**config.mk**
```make
export PLATFORM = sky130hd
export DESIGN_NAME = spi_frame_loader
export DESIGN_NICKNAME = d
export VERILOG_FILES = /design/src/rtl/spi_frame_loader_pkg.sv /design/src/rtl/spi_frame_loader.sv
export SDC_FILE = /design/constraint.sdc
export NUM_CORES = 1
export LEC_CHECK = 0
export ABC_AREA = 1
export CAP_MARGIN = 20
export CELL_PAD_IN_SITES_DETAIL_PLACEMENT = 1
export CELL_PAD_IN_SITES_GLOBAL_PLACEMENT = 1
export CORE_UTILIZATION = 29
export CTS_CLUSTER_SIZE = 40
export DETAILED_ROUTE_END_ITERATION = 10
export PLACE_DENSITY_LB_ADDON = 0.1
export SETUP_SLACK_MARGIN = 0.5
export SLEW_MARGIN = 10
export SYNTH_ARGS = -nofsm -noshare
export SYNTH_HDL_FRONTEND = slang
export SYNTH_SLANG_ARGS = --single-unit
export TNS_END_PERCENT = 20
```
**constraint.sdc**
```tcl
create_clock -name clk -period 1.1 [get_ports clk]
set_clock_uncertainty 0.15 [all_clocks]
set_input_delay 0.22 -clock clk [delete_from_list [all_inputs] [get_ports clk]]
set_output_delay 0.22 -clock clk [all_outputs]
set_load 0.005 [all_outputs]
```
**src/rtl/spi_frame_loader_pkg.sv**
```systemverilog
// ============================================================================
// Module : spi_frame_loader_pkg
// Brief  : Shared FSM state encoding and retry timeout for spi_frame_loader.
// Rev    : 1.0 - initial release
// ============================================================================
`default_nettype none

package spi_frame_loader_pkg;

   localparam logic [1:0] c_ST_IDLE      = 2'd0;
   localparam logic [1:0] c_ST_LOAD      = 2'd1;
   localparam logic [1:0] c_ST_WAIT_LOW  = 2'd2;
   localparam logic [1:0] c_ST_WAIT_HIGH = 2'd3;

   typedef enum logic [1:0] {
      IDLE      = c_ST_IDLE,
      LOAD      = c_ST_LOAD,
      WAIT_LOW  = c_ST_WAIT_LOW,
      WAIT_HIGH = c_ST_WAIT_HIGH
   } state_t;

   // Cycles spent in WAIT_LOW with cs still high before start is re-pulsed.
   localparam logic [2:0] c_TIMEOUT = 3'd4;

endpackage : spi_frame_loader_pkg

`default_nettype wire

```
**src/rtl/spi_frame_loader.sv**
```systemverilog
// ============================================================================
// Module : spi_frame_loader
// Brief  : One-deep word buffer that loads frames into an SPI master and
//          sequences start/done around the master's chip-select.
// Rev    : 1.0 - initial release
// ============================================================================
`default_nettype none

module spi_frame_loader
   import spi_frame_loader_pkg::*;
#(
   parameter int BITS      = 4,
   parameter bit MSB_FIRST = 1'b1
) (
   input  logic            clk,
   input  logic            reset,
   input  logic [BITS-1:0] in_data,
   input  logic            in_valid,
   output logic            in_ready,
   input  logic            spi_cs,
   output logic [BITS-1:0] out_buf,
   output logic            start,
   output logic            done,
   output logic            busy
);

   state_t          r_state;
   state_t          w_state_nxt;
   logic [BITS-1:0] r_pend_data;
   logic            r_pend_valid;
   logic [BITS-1:0] r_out_buf;
   logic            r_start;
   logic            r_done;
   logic [2:0]      r_cnt;
   logic            w_accept;
   logic            w_enter_load;
   logic            w_launch;
   logic            w_frame_end;
   logic [BITS-1:0] w_frame;

   function automatic logic [BITS-1:0] f_reverse(input logic [BITS-1:0] d);
      logic [BITS-1:0] r;
      for (int i = 0; i < BITS; i++) begin
         r[i] = d[BITS-1-i];
      end
      return r;
   endfunction

   assign in_ready = !r_pend_valid;
   assign w_accept = in_valid && in_ready;
   assign w_frame  = MSB_FIRST ? f_reverse(r_pend_data) : r_pend_data;

   always_comb begin
      w_state_nxt  = r_state;
      w_frame_end  = 1'b0;
      case (r_state)
         IDLE: begin
            // A low cs here belongs to someone else's transaction; hold off.
            if (r_pend_valid && spi_cs) begin
               w_state_nxt = LOAD;
            end
         end
         LOAD: begin
            w_state_nxt = WAIT_LOW;
         end
         WAIT_LOW: begin
            if (!spi_cs) begin
               w_state_nxt = WAIT_HIGH;
            end else if (r_cnt == c_TIMEOUT - 3'd1) begin
               w_state_nxt = LOAD;
            end
         end
         WAIT_HIGH: begin
            if (spi_cs) begin
               w_state_nxt = IDLE;
               w_frame_end = 1'b1;
            end
         end
         default: begin
            w_state_nxt = IDLE;
         end
      endcase
   end

   assign w_enter_load = (w_state_nxt == LOAD);
   assign w_launch     = (r_state == IDLE) && w_enter_load;

   always_ff @(posedge clk) begin
      if (reset) begin
         r_state      <= IDLE;
         r_pend_data  <= '0;
         r_pend_valid <= 1'b0;
         r_out_buf    <= '0;
         r_start      <= 1'b0;
         r_done       <= 1'b0;
         r_cnt        <= 3'd0;
      end else begin
         r_state <= w_state_nxt;
         r_start <= w_enter_load;
         r_done  <= w_frame_end;

         if (w_enter_load) begin
            r_cnt <= 3'd0;
         end else if (r_state == WAIT_LOW) begin
            r_cnt <= r_cnt + 3'd1;
         end

         // Retries re-enter LOAD from WAIT_LOW and keep the frame untouched.
         if (w_launch) begin
            r_out_buf <= w_frame;
         end

         if (w_accept) begin
            r_pend_data  <= in_data;
            r_pend_valid <= 1'b1;
         end else if (w_launch) begin
            r_pend_valid <= 1'b0;
         end
      end
   end

   assign out_buf = r_out_buf;
   assign start   = r_start;
   assign done    = r_done;
   assign busy    = (r_state != IDLE);

endmodule : spi_frame_loader

`default_nettype wire

```
# [Word-level counts from Yosys, hierarchy flattened]
# Index checks and enable logic that the tools add are counted.
[totals] reg_bits=16 input_bits=8 out_inout_bits=8 elab_cells=31
[op_classes] addsub=1 n_eq_ne=5 muxes=8 bitwise_logic=1 n_reduce_logical=9
[ops] operator="2-bit two-way mux" n=4
[ops] operator="2-bit one-hot mux with 4 select lines" n=1
[ops] operator="2-bit by 1-bit == test with 1-bit output, second input constant" n=2
[ops] operator="2-bit == test, second input constant" n=2
[ops] operator="2-bit nonzero test" n=2
[ops] operator="2-bit OR reduction" n=2
[ops] operator="3-bit by 1-bit adder with 3-bit output, second input constant" n=1
[ops] operator="3-bit by 2-bit == test with 1-bit output, second input constant" n=1
[ops] operator="1-bit logical AND" n=3
[ops] operator="1-bit two-way mux" n=3
[ops] operator="2-bit logical NOT" n=1
[ops] operator="1-bit logical NOT" n=1
[ops] operator="1-bit NOT" n=1

# [Logic depth before layout (Yosys ltp)]
# Gate-level depths: netlist (run 1).
[depth] word_depth=8 ltp_mapped=7 mapped_depth_nobuf=7

# [Least setup slack after synthesis (run 1)]
# OpenSTA, ideal clock, no wires.
[synth_path] path_kind="reg-to-reg" from="reg r_cnt[0]" to="reg r_cnt[0]" setup_ns=0.064 t_arrival_ns=1.038 required_ns=0.886 slack_ns=-0.152 path_stages_with_launch=8 n_path_buf=0 synth_period_minus_slack_ns=1.252 cell_sequence="dfxtp_1 -> ha_1 -> ha_1 -> nand3_1 -> nand3_2 -> nand2_2 -> nand2_2 -> nor2_1"
[synth_via] elab_chain_len=6 word_cells_on_any_way=7 classes_between="add/sub: 1; eq/ne: 2; mux: 3; reduce/logical: 1"
[synth_rtl] element="from (decl)" line="spi_frame_loader.sv:34" source="logic [2:0] r_cnt;"
[synth_rtl] element="from (signal assigned)" line="spi_frame_loader.sv:105" source="r_cnt <= r_cnt + 3'd1;"
[synth_rtl] element="3-bit by 2-bit == test with 1-bit output" line="spi_frame_loader.sv:69" source="end else if (r_cnt == c_TIMEOUT - 3'd1) begin"
[synth_rtl] element="2-bit two-way mux" line="spi_frame_loader.sv:69"
[synth_rtl] element="2-bit two-way mux" line="spi_frame_loader.sv:67" source="if (!spi_cs) begin"
[synth_rtl] element="2-bit one-hot mux with 4 select lines" line="spi_frame_loader.sv:56" source="case (r_state)"
[synth_rtl] element="2-bit by 1-bit == test with 1-bit output" line="spi_frame_loader.sv:85" source="assign w_enter_load = (w_state_nxt == LOAD);"
[synth_rtl] element="2-bit OR reduction (no line)"
# Several ways; a longest one is shown, not always the timed one.
# A chain may end at the register's enable or synchronous reset.

# [Final worst setup path (run 1)]
[layout_path] from="reg r_cnt[1]" to="reg r_cnt[1]"
# The elaborated chain is that of the path after synthesis.

==> results.sh, run 1 <==
export IMPL_final_antenna_net_count=0
export IMPL_startpoint_type="register"
export IMPL_antenna_diode_count=0
export IMPL_dp_slack_ns=-0.393
export IMPL_powerDensity_nw_per_um2=1290
export IMPL_min_period_ns=1.32
export IMPL_clkSlewWorstSetupHoldPaths_ns=0.10
export IMPL_grt_max_degree=10
export IMPL_crit_chain="ha_4 > ha_4 > nor2_2 > o21ai_2 > nand2_2 > nand2_2 > nor2_2"
export IMPL_syn_to_final_growth_pct=56.0
export IMPL_clk_path_buf_depth=2
export IMPL_peakVddDrop_mv=0.785
export IMPL_final_cell_mix="nor2_1 (20), dfxtp_2 (10), o21ai_0 (8), buf_4 (8)"
export IMPL_wire_per_inst_um=11.6
export IMPL_coreArea_sq_um=2000
export IMPL_clock_sinks=16
export IMPL_violations="negative setup slack"
export IMPL_crit_required_ns=1.18
export IMPL_synth_distinct_cells=17
export IMPL_grt_pass1_vias=660
export IMPL_crit_slowest_cell="dfxtp_2"
export IMPL_status="complete, but fails checks"
export IMPL_final_common_cell="nor2_1"
export IMPL_setup_viol=19
export IMPL_floorplan_initialDensity_pct=31.7
export IMPL_critical_path_class="reg2reg"
export IMPL_drt_iter0_markers=8
export IMPL_grt_pass1_wl_mm=2.86
export IMPL_rows=16
export IMPL_hold_violations=0
export IMPL_dieHeight_um=48.8
export IMPL_slowest_delay_ns=0.36
export IMPL_syn_inst=81
export IMPL_fin_crit_sh_pct=120
export IMPL_drive_gt1_share_pct=45.9
export IMPL_final_core_util_pct=49.4
export IMPL_worstPathArrival_ns=1.40
export IMPL_final_max_slew_viol_count=0
export IMPL_cp_max_fo=3
export IMPL_die_w_um=48.8
export IMPL_drt_pass1_iterations=4
export IMPL_endpoint_kind="register"
export IMPL_ys_seq_area_share_pct=50.5
export IMPL_max_slew_margin_pct=84.8
export IMPL_viasPerCell=4.42
export IMPL_routed_wl_mm=1.60
export IMPL_nets=122
export IMPL_cts_hold_buf=0
export IMPL_root_buffer="clkbuf_4"
export IMPL_grt_overflow_total=0
export IMPL_synth_area_sq_um=634
export IMPL_place_gp_congestion=0.739
export IMPL_worst_pin_slew_ns=0.225
export IMPL_synth_nets=91
export IMPL_die_area_sq_um=2380
export IMPL_setup_slack_ns=-0.217
export IMPL_ys_warn_count=0
export IMPL_antenna_found_initial=0
export IMPL_fmaxAchievable_mhz=759
export IMPL_clk_latency_ns=0.29
export IMPL_maxCapViolCount=0
export IMPL_synth_seq_cells=16
export IMPL_synth_avg_cell_area_sq_um=7.83
export IMPL_cts_buffers=3
export IMPL_rsz0062_at_grt="yes"
export IMPL_via_count=610
export IMPL_drcViolationCount=0
export IMPL_htreeDepth=1
export IMPL_p_leak_nw=0.445
export IMPL_portBuffers=15
export IMPL_track_usage_pct=16.1
export IMPL_cts_tree="built"
export IMPL_ios=16
export IMPL_hold_path_class="reg2reg"
export IMPL_post_dp_hpwl_mm=1.16
==> synth_stat cells <==
cell / count / area share [%]
inv_1: 10 / 5.9
nand2_1: 7 / 4.1
a211oi_1: 1 / 1.2
dfxtp_1: 16 / 50
nand3_2: 1 / 1.6
nor2_1: 23 / 14
o21ai_2: 1 / 1.4
a31oi_1: 1 / 0.99
nor3_1: 1 / 0.79
xor2_1: 1 / 1.4
nand2_2: 2 / 2.0
nor2_2: 1 / 0.99
inv_2: 2 / 1.2
nand2_4: 1 / 1.8
o21ai_0: 9 / 7.1
ha_1: 2 / 3.9
nand3_1: 2 / 1.6
==> worst max-delay path, delay by kind of cell, from the launching register on <==
kind	cells	cell delay, ns
adder cells (fa/ha/maj)	2	0.32
AO/OA/AOI/OAI	1	0.07
AND/OR/NAND/NOR	4	0.36
flip-flops	1	0.36
==> path summary, 6_finish.rpt <==
kind / from / end / slack [ns] / cells after the start
worst max register to register: r_cnt[1] / r_cnt[1] / -0.22 / 7
worst min register to register: out_buf[1] / out_buf[1] / 0.33 / 2
worst min-delay path: out_buf[1] / out_buf[1] / 0.33 / 2
worst max-delay path: r_cnt[1] / r_cnt[1] / -0.22 / 7
==> report_power, final <==
| group | switching (mW) | internal (mW) | total, mW |
|---|---|---|---|
| sequential | 0.0209 | 0.618 | 0.639 |
| clock | 0.201 | 0.202 | 0.403 |
| combinational | 0.110 | 0.127 | 0.236 |
| total | 0.332 | 0.947 | 1.28 |
==> final cells by class <==
type / instances / area (sq um)
fillers: 252 / 1010
flip-flops and latches: 16 / 333
multi-input cells: 53 / 325
repair buffers: 26 / 216
inverters: 12 / 45.0
clock buffers: 4 / 36.3
well taps: 27 / 33.8
==> through the flow <==
| step | total power, mW | setup TNS (ns) | instances | hold WS (ns) | cell area, sq um |
|---|---|---|---|---|---|
| after floorplan | 0.736 | -0.407 | 81 | 0.139 | 669 |
| after global placement | 0.861 | -5.41 | 133 | 0.319 | 928 |
| after detailed placement | 0.868 | -5.77 | 133 | 0.331 | 928 |
| after CTS | 1.27 | -1.77 | 138 | 0.338 | 966 |
| after global routing | 1.35 | -3.21 | 138 | 0.374 | 990 |
| final | 1.28 | -1.80 | 138 | 0.332 | 990 |
==> timing repair <==
action,4_1_cts,5_1_grt
resized for setup,45,8
endpoints found under the setup margin,24,24
setup buffers,1,0
pin swaps,4,1
==> layer usage <==
metal | up-vias | track usage, % | routed length (um)
met5 | - | 0 | 0
met4 | 0 | 8.82 | 31
met3 | 4 | 2.80 | 36
met2 | 10 | 29.4 | 879
met1 | 284 | 17.5 | 650
li1 | 312 | - | -
==> flip-flops by register name, indices dropped and copies added, names as in the netlist <==
name	flops
out_buf	4
r_pend_data	4
r_cnt	3
r_state	2
done	1
r_pend_valid	1
start	1
==> cell families after synthesis <==
family	share of synthesized area [%]
AO/OA/AOI/OAI	10.7
XOR/XNOR	1.38
adder cells (fa/ha/maj)	3.94
buffers and inverters	7.10
flip-flops	50.5
AND/OR/NAND/NOR	26.4
Power figures use the tool's default switching activity.
==> run 2: changes to the inputs <==
- CAP_MARGIN: 20 -> 15
- CTS_CLUSTER_SIZE: 40 -> 10
==> results of run 2 <==
The final DEF is identical to that of run 1; final timing and power are the same.
